$ cat config.mk
export PLATFORM = sky130hd
export DESIGN_NAME = rggen_host_if_apb
export DESIGN_NICKNAME = d
export VERILOG_FILES = /design/src/rtl/rggen_rtl_pkg.sv /design/src/rtl/rggen_response_mux.sv /design/src/rtl/rggen_host_if_apb.sv
export SDC_FILE = /design/constraint.sdc
export NUM_CORES = 1
export LEC_CHECK = 0
export ABC_AREA = 1
export CAP_MARGIN = 10
export CORE_UTILIZATION = 30
export CTS_CLUSTER_DIAMETER = 40
export DETAILED_ROUTE_END_ITERATION = 8
export PLACE_DENSITY = 0.7
export RECOVER_POWER = 25
export SYNTH_ARGS = -nofsm -noshare
export SYNTH_HDL_FRONTEND = slang
export SYNTH_SLANG_ARGS = --single-unit
$ cat constraint.sdc
create_clock -name clk -period 3.3 [get_ports clk]
set_input_delay 0.66 -clock clk [delete_from_list [all_inputs] [get_ports clk]]
set_output_delay 0.66 -clock clk [all_outputs]
set_load 0.02 [all_outputs]
$ cat src/rtl/rggen_rtl_pkg.sv
// Shared types and helpers for the rggen host interface variants.
package rggen_rtl_pkg;

    typedef enum logic [1:0] {
        IDLE,
        COMMAND,
        RESPONSE
    } rggen_state_e;

    // A read passes enable=0 so that no bit field can be modified by it.
    function automatic logic [7:0] strobe_to_byte_mask(
        input logic strobe,
        input logic enable
    );
        return {8{strobe & enable}};
    endfunction

endpackage

$ cat src/rtl/rggen_response_mux.sv
// Reduces per-register hit/ready/read-data responses into a single response.
module rggen_response_mux #(
    parameter int TOTAL_REGISTERS = 1,
    parameter int DATA_WIDTH      = 32
) (
    input  logic [TOTAL_REGISTERS-1:0]            i_register_active,
    input  logic [TOTAL_REGISTERS-1:0]            i_register_ready,
    input  logic [TOTAL_REGISTERS*DATA_WIDTH-1:0] i_register_read_data,
    output logic                                  o_hit,
    output logic                                  o_ready,
    output logic [DATA_WIDTH-1:0]                 o_read_data
);

    // Overlapping decodes are legal; their read data is simply OR-combined.
    always_comb begin
        o_hit       = |i_register_active;
        o_ready     = |(i_register_active & i_register_ready);
        o_read_data = '0;
        for (int n = 0; n < TOTAL_REGISTERS; n++) begin
            if (i_register_active[n] && i_register_ready[n]) begin
                o_read_data = o_read_data | i_register_read_data[n*DATA_WIDTH +: DATA_WIDTH];
            end
        end
    end

endmodule

$ cat src/rtl/rggen_host_if_apb.sv
// APB3/APB4 slave front end driving the register command bus.
module rggen_host_if_apb
    import rggen_rtl_pkg::*;
#(
    parameter int ADDRESS_WIDTH   = 16,
    parameter int DATA_WIDTH      = 32,
    parameter int TOTAL_REGISTERS = 1,
    parameter int TIMEOUT_CYCLES  = 16
) (
    input  logic                                  clk,
    input  logic                                  rst_n,
    input  logic                                  i_psel,
    input  logic                                  i_penable,
    input  logic                                  i_pwrite,
    input  logic [ADDRESS_WIDTH-1:0]              i_paddr,
    input  logic [DATA_WIDTH-1:0]                 i_pwdata,
    input  logic [DATA_WIDTH/8-1:0]               i_pstrb,
    output logic                                  o_pready,
    output logic [DATA_WIDTH-1:0]                 o_prdata,
    output logic                                  o_pslverr,
    output logic                                  o_command_valid,
    output logic                                  o_write,
    output logic [ADDRESS_WIDTH-1:0]              o_address,
    output logic [DATA_WIDTH-1:0]                 o_write_data,
    output logic [DATA_WIDTH-1:0]                 o_write_mask,
    input  logic [TOTAL_REGISTERS-1:0]            i_register_active,
    input  logic [TOTAL_REGISTERS-1:0]            i_register_ready,
    input  logic [TOTAL_REGISTERS*DATA_WIDTH-1:0] i_register_read_data
);

    localparam int STROBE_WIDTH  = DATA_WIDTH / 8;
    localparam int COUNTER_WIDTH = (TIMEOUT_CYCLES > 1) ? $clog2(TIMEOUT_CYCLES) : 1;
    localparam logic [COUNTER_WIDTH-1:0] TIMEOUT_LAST =
        COUNTER_WIDTH'((TIMEOUT_CYCLES > 0) ? TIMEOUT_CYCLES - 1 : 0);

    rggen_state_e             state;
    logic [COUNTER_WIDTH-1:0] wait_count;
    logic [DATA_WIDTH-1:0]    write_mask_next;
    logic                     hit;
    logic                     ready;
    logic [DATA_WIDTH-1:0]    read_data;
    logic                     timed_out;

    rggen_response_mux #(
        .TOTAL_REGISTERS (TOTAL_REGISTERS),
        .DATA_WIDTH      (DATA_WIDTH)
    ) u_response_mux (
        .i_register_active    (i_register_active),
        .i_register_ready     (i_register_ready),
        .i_register_read_data (i_register_read_data),
        .o_hit                (hit),
        .o_ready              (ready),
        .o_read_data          (read_data)
    );

    always_comb begin
        write_mask_next = '0;
        for (int b = 0; b < STROBE_WIDTH; b++) begin
            write_mask_next[8*b +: 8] = strobe_to_byte_mask(i_pstrb[b], i_pwrite);
        end
        timed_out = (TIMEOUT_CYCLES != 0) && (wait_count == TIMEOUT_LAST);
    end

    // Decode miss, ready and timeout all end the command phase; only a ready
    // completion is error-free, and the mux already yields zero data otherwise.
    always_ff @(posedge clk or negedge rst_n) begin
        if (!rst_n) begin
            state           <= IDLE;
            wait_count      <= '0;
            o_pready        <= 1'b0;
            o_pslverr       <= 1'b0;
            o_prdata        <= '0;
            o_command_valid <= 1'b0;
            o_write         <= 1'b0;
            o_address       <= '0;
            o_write_data    <= '0;
            o_write_mask    <= '0;
        end else begin
            case (state)
                IDLE: begin
                    if (i_psel && !i_penable) begin
                        state           <= COMMAND;
                        o_command_valid <= 1'b1;
                        o_write         <= i_pwrite;
                        o_address       <= i_paddr;
                        o_write_data    <= i_pwdata;
                        o_write_mask    <= write_mask_next;
                    end
                end
                COMMAND: begin
                    if (!hit || ready || timed_out) begin
                        state           <= RESPONSE;
                        o_command_valid <= 1'b0;
                        o_pready        <= 1'b1;
                        o_pslverr       <= !ready;
                        o_prdata        <= read_data;
                    end else begin
                        wait_count <= wait_count + 1'b1;
                    end
                end
                RESPONSE: begin
                    state      <= IDLE;
                    wait_count <= '0;
                    o_pready   <= 1'b0;
                    o_pslverr  <= 1'b0;
                end
                default: begin
                    state <= IDLE;
                end
            endcase
        end
    end

endmodule

; ---- Word-level counts from Yosys, hierarchy flattened
; Cells that the tools add are included.
[op_classes]
addsub = 1
n_eq_ne = 6
n_mux = 13
bitwise_logic = 5
reduce_logical = 16
[op_table]
columns = operator, n
row1 = 32-bit two-way mux, 1
row2 = 2-bit AND reduction, 5
row3 = 4-bit case mux with 2 select lines, 1
row4 = "2-bit inequality test, second input constant", 3
row5 = 1-bit case mux with 2 select lines, 3
row6 = 1-bit AND, 5
row7 = "4-bit by 1-bit adder with 4-bit output, second input constant", 1
row8 = "4-bit equality test, second input constant", 1
row9 = 1-bit two-way mux, 4
row10 = 2-bit two-way mux, 2
row11 = 4-bit two-way mux, 1
row12 = 2-bit case mux with 2 select lines, 1
row13 = 2-bit nonzero test, 2
row14 = 1-bit zero test, 3
row15 = 3-bit AND reduction, 1
row16 = "2-bit by 1-bit equality test with 1-bit output, second input constant", 1
row17 = "2-bit equality test, second input constant", 1
row18 = 1-bit logical AND, 2
row19 = 2-bit zero test, 1
row20 = 1-bit logical OR, 2
[totals]
register_bits = 115
input_bits = 91
output_inout_bits = 116

; ---- Logic depth before layout (Yosys ltp)
; Gate-level depths: netlist of run 1.
[logic_depth]
word_depth = 5
mapped_depth = 7

; ---- Hierarchy
; From an unflattened synthesis of run 1, not the netlist that was laid out.
[hier_totals]
hier_cells = 513
area_unflattened_um2 = 4310.4
[modules_own_cells]
columns = mod, n_inst, cells_per_inst, area_each_um2, seq_area_each_um2
row1 = rggen_host_if_apb, 1, 443, 3946.3, 2352.3
row2 = rggen_response_mux, 1, 70, 364.1, 0.0

; ---- Worst setup path after synthesis of run 1
; Ideal clock, no wire load.
[synth_path]
kind = input-to-reg
start = input i_psel
end = register o_address[12]
setup_ns = 0.117
t_arrival_ns = 1.289
required_time_ns = 3.183
path_slack_ns = 1.894
cell_stages = 7
n_path_buf = 2
cell_sequence = inv_1 -> nor2_2 -> nand2_2 -> buf_4 -> buf_6 -> nand2_1 -> nand2_1
[synth_via]
elab_chain_cells = 2
[synth_lines]
columns = item, line_no
row1 = start: declaration, rggen_host_if_apb.sv:12  ; input logic i_psel,
row2 = 1-bit logical AND, rggen_host_if_apb.sv:81  ; if (i_psel && !i_penable) begin
row3 = 2-bit AND reduction (no source line), --
row4 = end signal: assignment, rggen_host_if_apb.sv:85  ; o_address <= i_paddr;
row5 = end: declaration, rggen_host_if_apb.sv:23  ; output logic [ADDRESS_WIDTH-1:0] o_address,
; No other way between the ends.
; A chain may end at the register's enable or synchronous reset.

==> flow_summary_export.csv, run 1 <==
group,metric,value,unit
setup_path,worstPathMaxFanout,9,
clocking,cts.clk_slew.worst_paths,60,ps
logic_synthesis,synthCells,446,
timing,setup_tns,0,ps
floorplan,start_util,31.32,%
drt,routed_via_density,4.369,
logic_synthesis,ys_seq_area_share,58.57,%
cells_and_area,regArea,0.002352,mm2
setup_path,cp.arrival,1500,ps
cells_and_area,final_cells,795,
timing,hold_violations,0,
setup_path,crit_path_top_delay_cell,"clkdlybuf4s50_1",
timing,setup_viol,0,
global_route,gr-total-overflow,0,
clocking,cts.sinks,94,
logic_synthesis,yosys.area_share.adder,0.3115,%
logic_synthesis,synthDistinctLibCells,21,
timing,worst_pin_slew,1227,ps
floorplan,die_x,117.7,um
clocking,cts-resized-gates,0,
floorplan,coreArea,0.01282,mm2
cells_and_area,post-route-util,48.91,%
drt,drc,0,
logic_synthesis,synthMuxAreaShare,0,%
clocking,cts_tree,"built",
logic_synthesis,synth_compound_area_share,0.7165,%
clocking,post-cts-setup-buffers,0,
floorplan,num_io_pins,207,
cells_and_area,antennaDiodeCount,0,
timing,rsz0062_at_grt,"no",
timing,slew_headroom,18.17,%
global_route,grt_usage,15.65,%
power_and_ir_drop,power,3.954,mW
timing,fin_crit,2163,ps
place,place_area,0.005973,mm2
place,hpwl,7.440,mm
cells_and_area,drive_above_1_share,6.260,%
setup_path,path_delay_family,"buffers and inverters",
clocking,clk_latency,340,ps
place,numPlacedInstances,779,
drt,drt_wl_total,10.39,mm
floorplan,rows,41,
cells_and_area,fill_cells,1184,
place,gp_congestion,0.7942,
place,post-place-ws,1043,ps
global_route,grt_first_pass_wirelength,17.57,mm
logic_synthesis,synth_top_family_by_area,"simple AND/OR/NAND/NOR gates",
logic_synthesis,netlist_area,0.004016,mm2
cells_and_area,multi_input_area,0.001262,mm2
place,portBuffers,206,
floorplan,die_y,117.7,um
job,maxCapViolCount,0,
power_and_ir_drop,ir_worst_vdd,0.2719,mV
clocking,numCtsBuffers,9,
setup_path,crit_required,2640,ps
setup_path,path_cells,"clkdlybuf4s50_1",
global_route,grt_pass1_vias,3544,
logic_synthesis,avgSynthCellArea,9.005,um2
global_route,grt_max_degree,50,
setup_path,worst-r2r-setup-slack,1650,ps
clocking,cts-root-buf,"clkbuf_16",
global_route,antenna_found_initial,0,
drt,drtIter0Drc,214,
setup_path,path_buf_inv,1,
drt,drtPass1Iterations,4,
clocking,postCtsHoldBufs,0,
power_and_ir_drop,powerDensity,630.4,mW/mm2
setup_path,critPathCaptureType,"output pin",
timing,layout_setup_ws,1137,ps
timing,holdWs,469.8,ps
setup_path,critPathKind,"register to output pin",
run_status,status,"finished clean",
cells_and_area,stdcell_area,0.006272,mm2
clocking,cts_buffer_depth,2,
power_and_ir_drop,leakage,3.037,nW
logic_synthesis,ys.warnings.count,0,
logic_synthesis,synth_simple_gate_area_share,30.06,%
logic_synthesis,syn_nets,538,
logic_synthesis,ys_ff_latch,94,
setup_path,cpPeakStageDelay,670,ps
setup_path,start_kind,"register",
drt,vias,3473,
drt,ant_nets,0,
timing,fin_crit_sh,65.54,%
timing,max_freq,462.3,MHz
drt,wl_per_cell,13.07,um
timing,clock_skew,6.267,ps
floorplan,dieArea,0.01385,mm2
min_path,hold_path.class,"register to register",
cells_and_area,area_growth,56.17,%
cells_and_area,finalNetCount,710,
timing,slew_violations,0,
logic_synthesis,synth-xor-area-share,0.2181,%
clocking,cts.htree.levels,3,
sequential cells by signal (all words and copies together) (netlist names):
signal           count
o_write              1
o_write_mask         4
o_pslverr            1
o_pready             1
o_prdata            32
o_write_data        32
wait_count           4
o_command_valid      1
state                2
o_address           16
layout by cell type, fill, tap and decap left out:
cell type / count
dfrtp_1: 94
clkdlybuf4s50_1: 205
buf_4: 4
nor2_4: 3
a21oi_2: 1
nand2_1: 212
ha_1: 1
clkbuf_1: 1
inv_2: 2
clkbuf_2: 1
bufinv_16: 1
inv_1: 7
o21ai_0: 4
clkbuf_16: 9
nand2_2: 11
nand3_1: 56
clkbuf_8: 2
nor2_8: 1
buf_12: 1
xor2_1: 1
clkinv_2: 3
nand4_1: 1
nor2_1: 2
synth_stat cells (all sizes together):
| cell | n | share of area [%] |
|---|---|---|
| xor2 | 1 | 0.22 |
| nand4 | 1 | 0.16 |
| clkbuf | 3 | 0.28 |
| nand2 | 223 | 22 |
| nand3 | 56 | 7.0 |
| nor2 | 6 | 1.4 |
| o21ai | 4 | 0.50 |
| inv | 9 | 0.84 |
| a21oi | 1 | 0.22 |
| buf | 47 | 9.0 |
| dfrtp | 94 | 59 |
| ha | 1 | 0.31 |
path summary, 6_finish.rpt:
kind / start / endpoint / depth (start not counted)
min reg2reg: o_write_data[6] / o_write_data[6] / 2
max: o_write_mask[15] / o_write_mask[14] / 1
max in group asynchronous: rst_n / o_write_data[5] / 2
min in group asynchronous: rst_n / o_address[1] / 1
min: o_write_data[6] / o_write_data[6] / 2
max reg2reg: wait_count[0] / o_prdata[5] / 6
power by group:
group / internal [mW] / switching (mW) / total [mW]
logic: 0.664 / 0.710 / 1.37
clock network: 0.625 / 0.421 / 1.05
registers: 1.38 / 0.153 / 1.53
total: 2.67 / 1.28 / 3.95
routing by layer:
| metal | vias up | global-route usage [%] | wire length [um] |
|---|---|---|---|
| li1 | 1704 | - | - |
| met1 | 1602 | 20.31 | 4777 |
| met2 | 154 | 25.00 | 4730 |
| met3 | 13 | 3.779 | 708 |
| met4 | 0 | 6.330 | 172 |
| met5 | - | 0 | 0 |
final cells by class:
cell class                 count  area share [%]
clock buffer                  12           4.089
clock inverter                 4          0.7181
inverter                       9          0.5386
multi-input combinational    293           20.13
sequential                    94           37.50
tap                          172           3.431
timing repair buffer         211           33.59
worst min-delay path, stage by stage, from the launching register on:
cell,delay [ps]
dfrtp_1,340
nand2_1,50
nand2_1,50
logic make-up (layout without fill, tap and decap cells):
kind of cell	Yosys count	after routing
AOI/OAI and AO/OA	5	5
xor gates and xnor gates	1	1
adders and majority gates	1	1
buffers and inverters	59	236
DFF	94	94
and+or+nand+nor	286	286
(Power assumes the default switching activity.)
==> run 2: changes to the inputs <==
clock period = 2.2 ns   (was 3.3 ns; I/O delays follow)
==> run 2 against run 1 <==
Compared with the run above: clock skew hardly changed; clock-buffer cell count decreased by 2; combinational power rose by 52%; first-iteration DRC count shrank 23%; core utilization grew 0.43 points; die area stayed put; final cell count up 0.50%; hold slack lost 2.6 ps; largest power group unchanged; critical endpoint is now o_write_mask[15]; clock power increased by 50%; register-to-register slack got worse by 920 ps.
==> flow_summary_export.csv, run 2 (synthesized netlist as in run 1, its figures left out) <==
group,metric,value,unit
clocking,cts_buffer_depth,2,
setup_path,cpPeakStageDelay,670,ps
job,maxCapViolCount,0,
place,gp_congestion,0.8141,
floorplan,rows,41,
place,place_area,0.006021,mm2
cells_and_area,layout_commonest_cell,"nand2_1",
global_route,grt_pass1_vias,3463,
clocking,cts.clk_slew.worst_paths,60,ps
floorplan,dieArea,0.01385,mm2
power_and_ir_drop,ir_worst_vdd,0.4290,mV
timing,slew_violations,0,
drt,drc,0,
timing,setup_viol,0,
setup_path,cp.arrival,1510,ps
setup_path,path_cells,"clkdlybuf4s50_1",
place,post-place-ws,399.1,ps
clocking,post-cts-setup-buffers,0,
clocking,cts-root-buf,"clkbuf_16",
power_and_ir_drop,powerDensity,938.1,mW/mm2
floorplan,die_y,117.7,um
timing,hold_violations,0,
cells_and_area,fill_cells,1173,
floorplan,start_util,31.32,%
setup_path,reg2reg_from,"state[1]",
cells_and_area,area_growth,57.54,%
power_and_ir_drop,power,5.936,mW
timing,max_freq,513.5,MHz
power_and_ir_drop,leakage,3.057,nW
floorplan,die_x,117.7,um
timing,holdWs,467.1,ps
cells_and_area,final_cell_mix,"nand2_1, clkdlybuf4s50_1, dfrtp_1",
place,numPlacedInstances,782,
drt,wl_per_cell,12.91,um
setup_path,critPathKind,"register to output pin",
drt,ant_nets,0,
cells_and_area,final_cells,799,
drt,vias,3501,
timing,layout_setup_ws,252.7,ps
clocking,cts.htree.levels,3,
cells_and_area,drive_above_1_share,6.699,%
clocking,cts.sinks,94,
timing,clock_skew,6.456,ps
clocking,clk_latency,340,ps
cells_and_area,finalNetCount,714,
setup_path,path_buf_inv,1,
place,hpwl,7.469,mm
global_route,gr-total-overflow,0,
clocking,cts_tree,"built",
setup_path,worstPathMaxFanout,9,
cells_and_area,reg_top3,"o_prdata (32), o_write_data (32), o_address (16)",
setup_path,crit_required,1760,ps
timing,fin_crit_sh,88.51,%
run_status,status,"finished clean",
drt,drtPass1Iterations,4,
global_route,grt_first_pass_wirelength,17.22,mm
setup_path,startpoint,"o_write_mask[15]",
timing,rsz0062_at_grt,"no",
floorplan,num_io_pins,207,
min_path,hold_path.class,"register to register",
drt,drt_wl_total,10.32,mm
global_route,antenna_found_initial,0,
setup_path,path_delay_family,"buffers and inverters",
timing,setup_tns,0,ps
drt,routed_via_density,4.382,
place,portBuffers,206,
cells_and_area,stdcell_area,0.006327,mm2
global_route,grt_usage,15.53,%
timing,fin_crit,1947,ps
clocking,numCtsBuffers,9,
timing,worst_pin_slew,863.5,ps
setup_path,critPathCaptureType,"output pin",
cells_and_area,antennaDiodeCount,0,
min_path,min-delay-start,"o_write_data[1]",
setup_path,crit_path_top_delay_cell,"clkdlybuf4s50_1",
cells_and_area,multi_input_area,0.001262,mm2
cells_and_area,post-route-util,49.34,%
cells_and_area,regArea,0.002352,mm2
drt,drtIter0Drc,164,
setup_path,start_kind,"register",
timing,slew_headroom,42.43,%
global_route,grt_max_degree,60,
floorplan,coreArea,0.01282,mm2
run 2: changes by cell type in the layout (fill, tap and decap cells not counted):
cell           delta
buf_12            +2
clkbuf_2          -1
clkbuf_4          +1
clkbuf_8          -1
clkinv_4          +1
clkinvlp_4        +1
dlygate4sd3_1     +1
run 2: routing by layer:
layer	track usage [%]	part of all wire (%)	vias up
met2	25.07	45	162
li1	-	-	1716
met4	6.731	1.9	0
met5	0	0	-
met3	3.779	7.6	13
met1	19.74	45	1610
run 2: what timing repair did:
action                                  4_1_cts  5_1_grt
hold endpoints to repair                     13        0
gates resized for setup                       0        0
endpoints found under the setup margin        0        0
hold buffers                                  1        0
run 2: final cells by class:
type	instances	area share [%]
Clock buffer	10	3.777
Clock inverter	6	0.9690
Inverter	9	0.5339
Multi-Input combinational cell	293	19.95
Sequential cell	94	37.18
Tap cell	172	3.401
Timing Repair Buffer	215	34.19
run 2: path summary, 6_finish.rpt:
kind | cells after the start | slack, ps | to
setup / recovery | 1 | 250 | o_write_mask[15]
hold / removal | 2 | 470 | o_write_data[1]
setup reg to reg | 5 | 730 | o_write_mask[7]
hold reg to reg | 2 | 470 | o_write_data[1]
max in group asynchronous | 3 | 460 | o_command_valid
min in group asynchronous | 2 | 730 | o_write_data[23]
run 2: power breakdown:
part / switching (mW) / internal (mW)
sequential: 0.217 / 2.07
combinational: 1.07 / 1.01
clock: 0.659 / 0.908
